===== src/rtl/intadd_rr_sched.sv =====
// Round-robin scheduler in front of a single saturating 32-bit integer adder.
// NREQ requesters share one output register. The output register takes a new result
// in the same cycle that it is drained.
module intadd_rr_sched #(
    parameter int NREQ = 4,
    parameter int IDW  = $clog2(NREQ)
) (
    input  logic                 clk,
    input  logic                 rst,
    input  logic [NREQ-1:0]      req_valid,
    output logic [NREQ-1:0]      req_ready,
    input  logic [NREQ*32-1:0]   req_src0,
    input  logic [NREQ*32-1:0]   req_src1,
    input  logic [NREQ*3-1:0]    req_sign,
    output logic                 rsp_valid,
    input  logic                 rsp_ready,
    output logic [31:0]          rsp_dst,
    output logic [IDW-1:0]       rsp_id,
    output logic                 rsp_sat,
    output logic [15:0]          op_cnt
);

    logic [IDW-1:0] ptr_q, ptr_d;
    logic           rsp_valid_q, rsp_valid_d;
    logic [31:0]    rsp_dst_q, rsp_dst_d;
    logic [IDW-1:0] rsp_id_q, rsp_id_d;
    logic           rsp_sat_q, rsp_sat_d;
    logic [15:0]    op_cnt_q, op_cnt_d;

    logic           out_free;
    logic           grant_found;
    logic [IDW-1:0] grant_idx;
    logic [IDW-1:0] scan_idx;
    logic           transfer;

    logic [31:0]    sel_src0;
    logic [31:0]    sel_src1;
    logic [2:0]     sel_sign;
    logic           is_signed;
    logic [32:0]    src0_ext;
    logic [32:0]    src1_ext;
    logic [32:0]    sum33;
    logic [31:0]    sat_dst;
    logic           sat_flag;

    assign out_free = !rsp_valid_q || rsp_ready;

    // NREQ is a power of two, so IDW-bit wraparound gives the modulo-NREQ search order.
    always_comb begin
        grant_found = 1'b0;
        grant_idx   = '0;
        scan_idx    = '0;
        for (int k = 0; k < NREQ; k++) begin
            scan_idx = ptr_q + IDW'(k);
            if (!grant_found && req_valid[scan_idx]) begin
                grant_found = 1'b1;
                grant_idx   = scan_idx;
            end
        end
    end

    assign transfer = grant_found && out_free && !rst;

    always_comb begin
        req_ready = '0;
        if (transfer) begin
            req_ready[grant_idx] = 1'b1;
        end
    end

    always_comb begin
        sel_src0 = '0;
        sel_src1 = '0;
        sel_sign = '0;
        for (int i = 0; i < NREQ; i++) begin
            if (IDW'(i) == grant_idx) begin
                sel_src0 = req_src0[i*32 +: 32];
                sel_src1 = req_src1[i*32 +: 32];
                sel_sign = req_sign[i*3 +: 3];
            end
        end
    end

    // A single sign flag from any of the three bits turns the whole operation signed.
    always_comb begin
        is_signed = |sel_sign;
        src0_ext  = is_signed ? {sel_src0[31], sel_src0} : {1'b0, sel_src0};
        src1_ext  = is_signed ? {sel_src1[31], sel_src1} : {1'b0, sel_src1};
        sum33     = src0_ext + src1_ext;
        sat_dst   = sum33[31:0];
        sat_flag  = 1'b0;
        if (is_signed) begin
            if (sum33[32] && !sum33[31]) begin
                sat_dst  = 32'h8000_0000;
                sat_flag = 1'b1;
            end else if (!sum33[32] && sum33[31]) begin
                sat_dst  = 32'h7FFF_FFFF;
                sat_flag = 1'b1;
            end
        end else if (sum33[32]) begin
            sat_dst  = 32'hFFFF_FFFF;
            sat_flag = 1'b1;
        end
    end

    always_comb begin
        ptr_d       = ptr_q;
        rsp_valid_d = rsp_valid_q;
        rsp_dst_d   = rsp_dst_q;
        rsp_id_d    = rsp_id_q;
        rsp_sat_d   = rsp_sat_q;
        op_cnt_d    = op_cnt_q;
        if (transfer) begin
            ptr_d       = grant_idx + IDW'(1);
            rsp_valid_d = 1'b1;
            rsp_dst_d   = sat_dst;
            rsp_id_d    = grant_idx;
            rsp_sat_d   = sat_flag;
            op_cnt_d    = op_cnt_q + 16'd1;
        end else if (rsp_ready) begin
            rsp_valid_d = 1'b0;
        end
    end

    always_ff @(posedge clk) begin
        if (rst) begin
            ptr_q       <= '0;
            rsp_valid_q <= 1'b0;
            rsp_dst_q   <= '0;
            rsp_id_q    <= '0;
            rsp_sat_q   <= 1'b0;
            op_cnt_q    <= '0;
        end else begin
            ptr_q       <= ptr_d;
            rsp_valid_q <= rsp_valid_d;
            rsp_dst_q   <= rsp_dst_d;
            rsp_id_q    <= rsp_id_d;
            rsp_sat_q   <= rsp_sat_d;
            op_cnt_q    <= op_cnt_d;
        end
    end

    assign rsp_valid = rsp_valid_q;
    assign rsp_dst   = rsp_dst_q;
    assign rsp_id    = rsp_id_q;
    assign rsp_sat   = rsp_sat_q;
    assign op_cnt    = op_cnt_q;

endmodule


===== config.mk =====
export PLATFORM = sky130hd
export DESIGN_NAME = intadd_rr_sched
export DESIGN_NICKNAME = d
export VERILOG_FILES = /design/src/rtl/intadd_rr_sched.sv
export SDC_FILE = /design/constraint.sdc
export NUM_CORES = 1
export LEC_CHECK = 0
export BUFFER_PORTS_ARGS = -buffer_cell sky130_fd_sc_hd__buf_2
export CAP_MARGIN = 20
export CORE_ASPECT_RATIO = 0.7
export CORE_UTILIZATION = 42
export DETAILED_ROUTE_END_ITERATION = 16
export PLACE_DENSITY = 0.9
export SYNTH_ARGS = -nofsm -noshare
export SYNTH_HDL_FRONTEND = slang
export SYNTH_SLANG_ARGS = --single-unit

===== constraint.sdc =====
create_clock -name clk -period 5.8 [get_ports clk]
set_clock_uncertainty 0.2 [all_clocks]
set_input_delay 0.58 -clock clk [delete_from_list [all_inputs] [get_ports clk]]
set_output_delay 0.58 -clock clk [all_outputs]
set_load 0.02 [all_outputs]

==> metrics.cfg <==
[detailed_routing]
vias_per_cell = 5.517
drc = 0
drt_iter0_drc = 615
num_vias = 8441
drt_wl_total_microns = 24850
drt_pass1_iterations = 7
post_drt_wl_per_cell_microns = 16.24
final_antenna_net_count = 0

[yosys]
yosysUniqueCellTypes = 61
syn_avg_cell_area_sq_um = 6.207
synth.top_cells.by_area = dfxtp_1 (17%), a21oi_1 (13%), nor2_1 (11%)
ys_warn_count = 0
dominantRegCellSynth = dfxtp_1
yosysTopAreaCellShare_pct = 17.11
synth_cells = 1018
yosys_register_bits = 54
netlist_area_sq_um = 6319
synth-edff-count = 0
ys_seq_area_share_pct = 17.11
synthArstFlopShare_pct = 0
syn_nets = 1334
yosysTopAreaCell = dfxtp_1

[worst_hold_path]
hp-class = reg2reg
worstHoldStart = rsp_id[1]

[setup_path]
rr_startpoint = ptr_q[1]
startpoint_type = input port
cp-startpoint = req_valid[3]
path_class = in2reg
timing.critical_path.slowest_stage_cell = fa_1
path_max_fanout = 10
timing.critical_path.mode_cell = inv_1
crit_required_ns = 5.78
crit_path_max_incr_delay_ns = 0.48
crit_path_end_kind = flop
critPathArrivalTime_ns = 5.53
rrSetupSlack_ns = 0.31
crit_chain = buf_2, inv_1, and3_1, nor4_2, inv_1, ha_2, nor2b_2, a22oi_1, nor2_1, a21oi_1, o21ai_1, buf_4, fa_1, a211oi_2, o211ai_2, a211oi_4, o21ai_4, a31oi_4, xor2_2, inv_1, ha_1, nor4_1, a31oi_2, o221a_2

[sta]
rsz0062_at_grt = no
worst_slew_margin_rel_pct = 38.07
drv_slew = 0
post-route-min-period_ns = 5.545
totalNegativeSetupSlack_ns = 0
worst_pin_slew_ns = 0.9289
post-route-period-util_pct = 95.60
hold_violations = 0
fmax_ghz = 0.1803
finalSetupViolations = 0
worst_slack_ns = 0.2549

[placement]
placement.io_buffers = 330
gp_routability_congestion = 0.9225
hpwl_microns = 20100
pre_cts_ws_ns = -0.2351

[run_status]
status = complete, no violations

[floorplan]
die-height_microns = 104.6
core_sq_um = 14680
row_count = 37
start_util_pct = 43.06
die_area_sq_um = 15550
die_w_microns = 148.6
io_pins = 331

[final_layout]
drive_above_1_share_pct = 32.26
area_growth_pct = 37.68
seq_area_sq_um = 1082
fillCellCount = 1410
multiInputGateArea_sq_um = 4971
nets = 1648

[grt]
grt_overflow = 0
grt_max_degree = 65
grt_usage_pct = 31.23
grt_antenna_before_repair = 2
grt_pass1_vias = 7999
grt_pass1_wl_microns = 38920

[clock_network]
cts.hold.buffers_added = 0
numCtsBuffers = 5
cts_tree = yes
clk_latency_ns = 0.29
root_buffer = clkbuf_16
cts.sinks = 54
htreeDepth = 2
clock_path_buffers = 2
path_clk_slew_ns = 0.06

[pwr]
power.total_uw = 3503
cellPowerDensity_nw_per_um2 = 402.6
leakage_uw = 0.004277
vdd_drop_max_v = 0.0002149

[job]
cap_violations = 0

## path summary, 6_finish.rpt
kind                       to  cells past startpoint
hold / removal      rsp_id[1]                      2
setup / recovery  rsp_dst[25]                     24
setup reg to reg  rsp_dst[25]                     23
hold reg to reg     rsp_id[1]                      2
## power breakdown
part	internal, uW	total (uW)	switching (uW)
logic	1030	2580	1550
clock network	259	392	133
registers	470	534	63.7
## synth_stat cells (2+ instances only)
| master | instances |
|---|---|
| a211oi_1 | 23 |
| a211oi_2 | 5 |
| a21o_1 | 16 |
| a21oi_1 | 169 |
| a22o_1 | 2 |
| a22oi_1 | 5 |
| a31oi_1 | 5 |
| and2_1 | 5 |
| and3_1 | 10 |
| buf_1 | 6 |
| buf_2 | 8 |
| buf_6 | 2 |
| clkbuf_1 | 57 |
| clkbuf_2 | 2 |
| dfxtp_1 | 54 |
| ha_1 | 40 |
| inv_1 | 13 |
| nand2_1 | 173 |
| nand2b_1 | 2 |
| nand3_1 | 11 |
| nand4_1 | 6 |
| nor2_1 | 180 |
| nor2b_1 | 5 |
| nor3_1 | 10 |
| nor4_1 | 4 |
| o211ai_1 | 5 |
| o21a_1 | 2 |
| o21ai_0 | 100 |
| o21ai_1 | 4 |
| o21bai_1 | 4 |
| o221a_2 | 10 |
| o22ai_1 | 2 |
| o31ai_1 | 3 |
| or3_1 | 7 |
| xnor2_1 | 17 |
| xor2_1 | 26 |
## layout by cell type (no fill, tap or decap), types with 11 or more instances in the layout
| master | netlist | layout |
|---|---|---|
| nand2_1 | 173 | 172 |
| dfxtp_1 | 54 | 53 |
| buf_2 | 8 | 330 |
| ha_1 | 40 | 36 |
| xnor2_1 | 17 | 17 |
| buf_4 | 1 | 46 |
| inv_1 | 13 | 13 |
| nor2_1 | 180 | 180 |
| xor2_1 | 26 | 25 |
| a21oi_1 | 169 | 168 |
| nand3_1 | 11 | 11 |
| o21ai_0 | 100 | 96 |
| a21o_1 | 16 | 16 |
| a211oi_1 | 23 | 23 |
## flip-flops by register name (all words and copies together) (netlist names)
name,cells
rsp_dst,32
op_cnt,16
ptr_q,2
rsp_id,2
rsp_sat,1
rsp_valid,1
## cell type report
type | instances | area share [%]
well taps | 195 | 2.805
clock inverters | 2 | 0.6903
flip-flops and latches | 54 | 12.44
diodes | 2 | 0.05753
multi-input cells | 875 | 57.14
repair buffers | 383 | 24.71
inverters | 13 | 0.5609
clock buffers | 6 | 1.596
## timing repair
item                                    4_1_cts  5_1_grt
gates cloned                                  0        1
pin swaps                                     0        2
buffers inserted                              0        3
gates resized for setup                       1       15
endpoints found under the setup margin        8       31
## metal layers
metal  track usage (%)  vias up  share of wire, %
met5                 0        -                 0
met4             10.68        0               2.9
met3             5.066       63               7.0
met2             54.77      397                48
met1             38.31     3784                42
li1                  -     4197                 -
## worst max-delay path, delay by kind of cell
family / cells / cell delay, ns
fa+ha+maj: 3 / 0.92
xor+xnor: 1 / 0.22
buf+inv: 5 / 0.59
compound gates: 10 / 2.08
simple gates: 5 / 1.13
## through the flow
step,hold WS [ns],instance area (sq um),util [%],instances
2_1_floorplan,0.2951,6320,-,1018
3_3_place_gp,0.2437,8381,57.11,1516
3_5_place_dp,0.2519,8381,57.11,1516
4_1_cts,0.2623,8583,58.49,1524
5_1_grt,0.3117,8700,59.28,1530
6_report,0.2629,8700,59.28,1530
## logic make-up (layout without fill, tap and decap cells)
group | Yosys count | in the layout | share of synthesized area, %
and+or+nand+nor | 419 | 419 | 27.27
xor gates and xnor gates | 43 | 43 | 5.960
adders and majority gates | 41 | 41 | 8.238
DFF | 54 | 54 | 17.11
buffers and inverters | 89 | 404 | 5.782
AOI/OAI and AO/OA | 371 | 371 | 35.49
muxes | 1 | 1 | 0.1584
other | 0 | 2 | 0
Note: power is estimated with default switching activity, not from simulation.
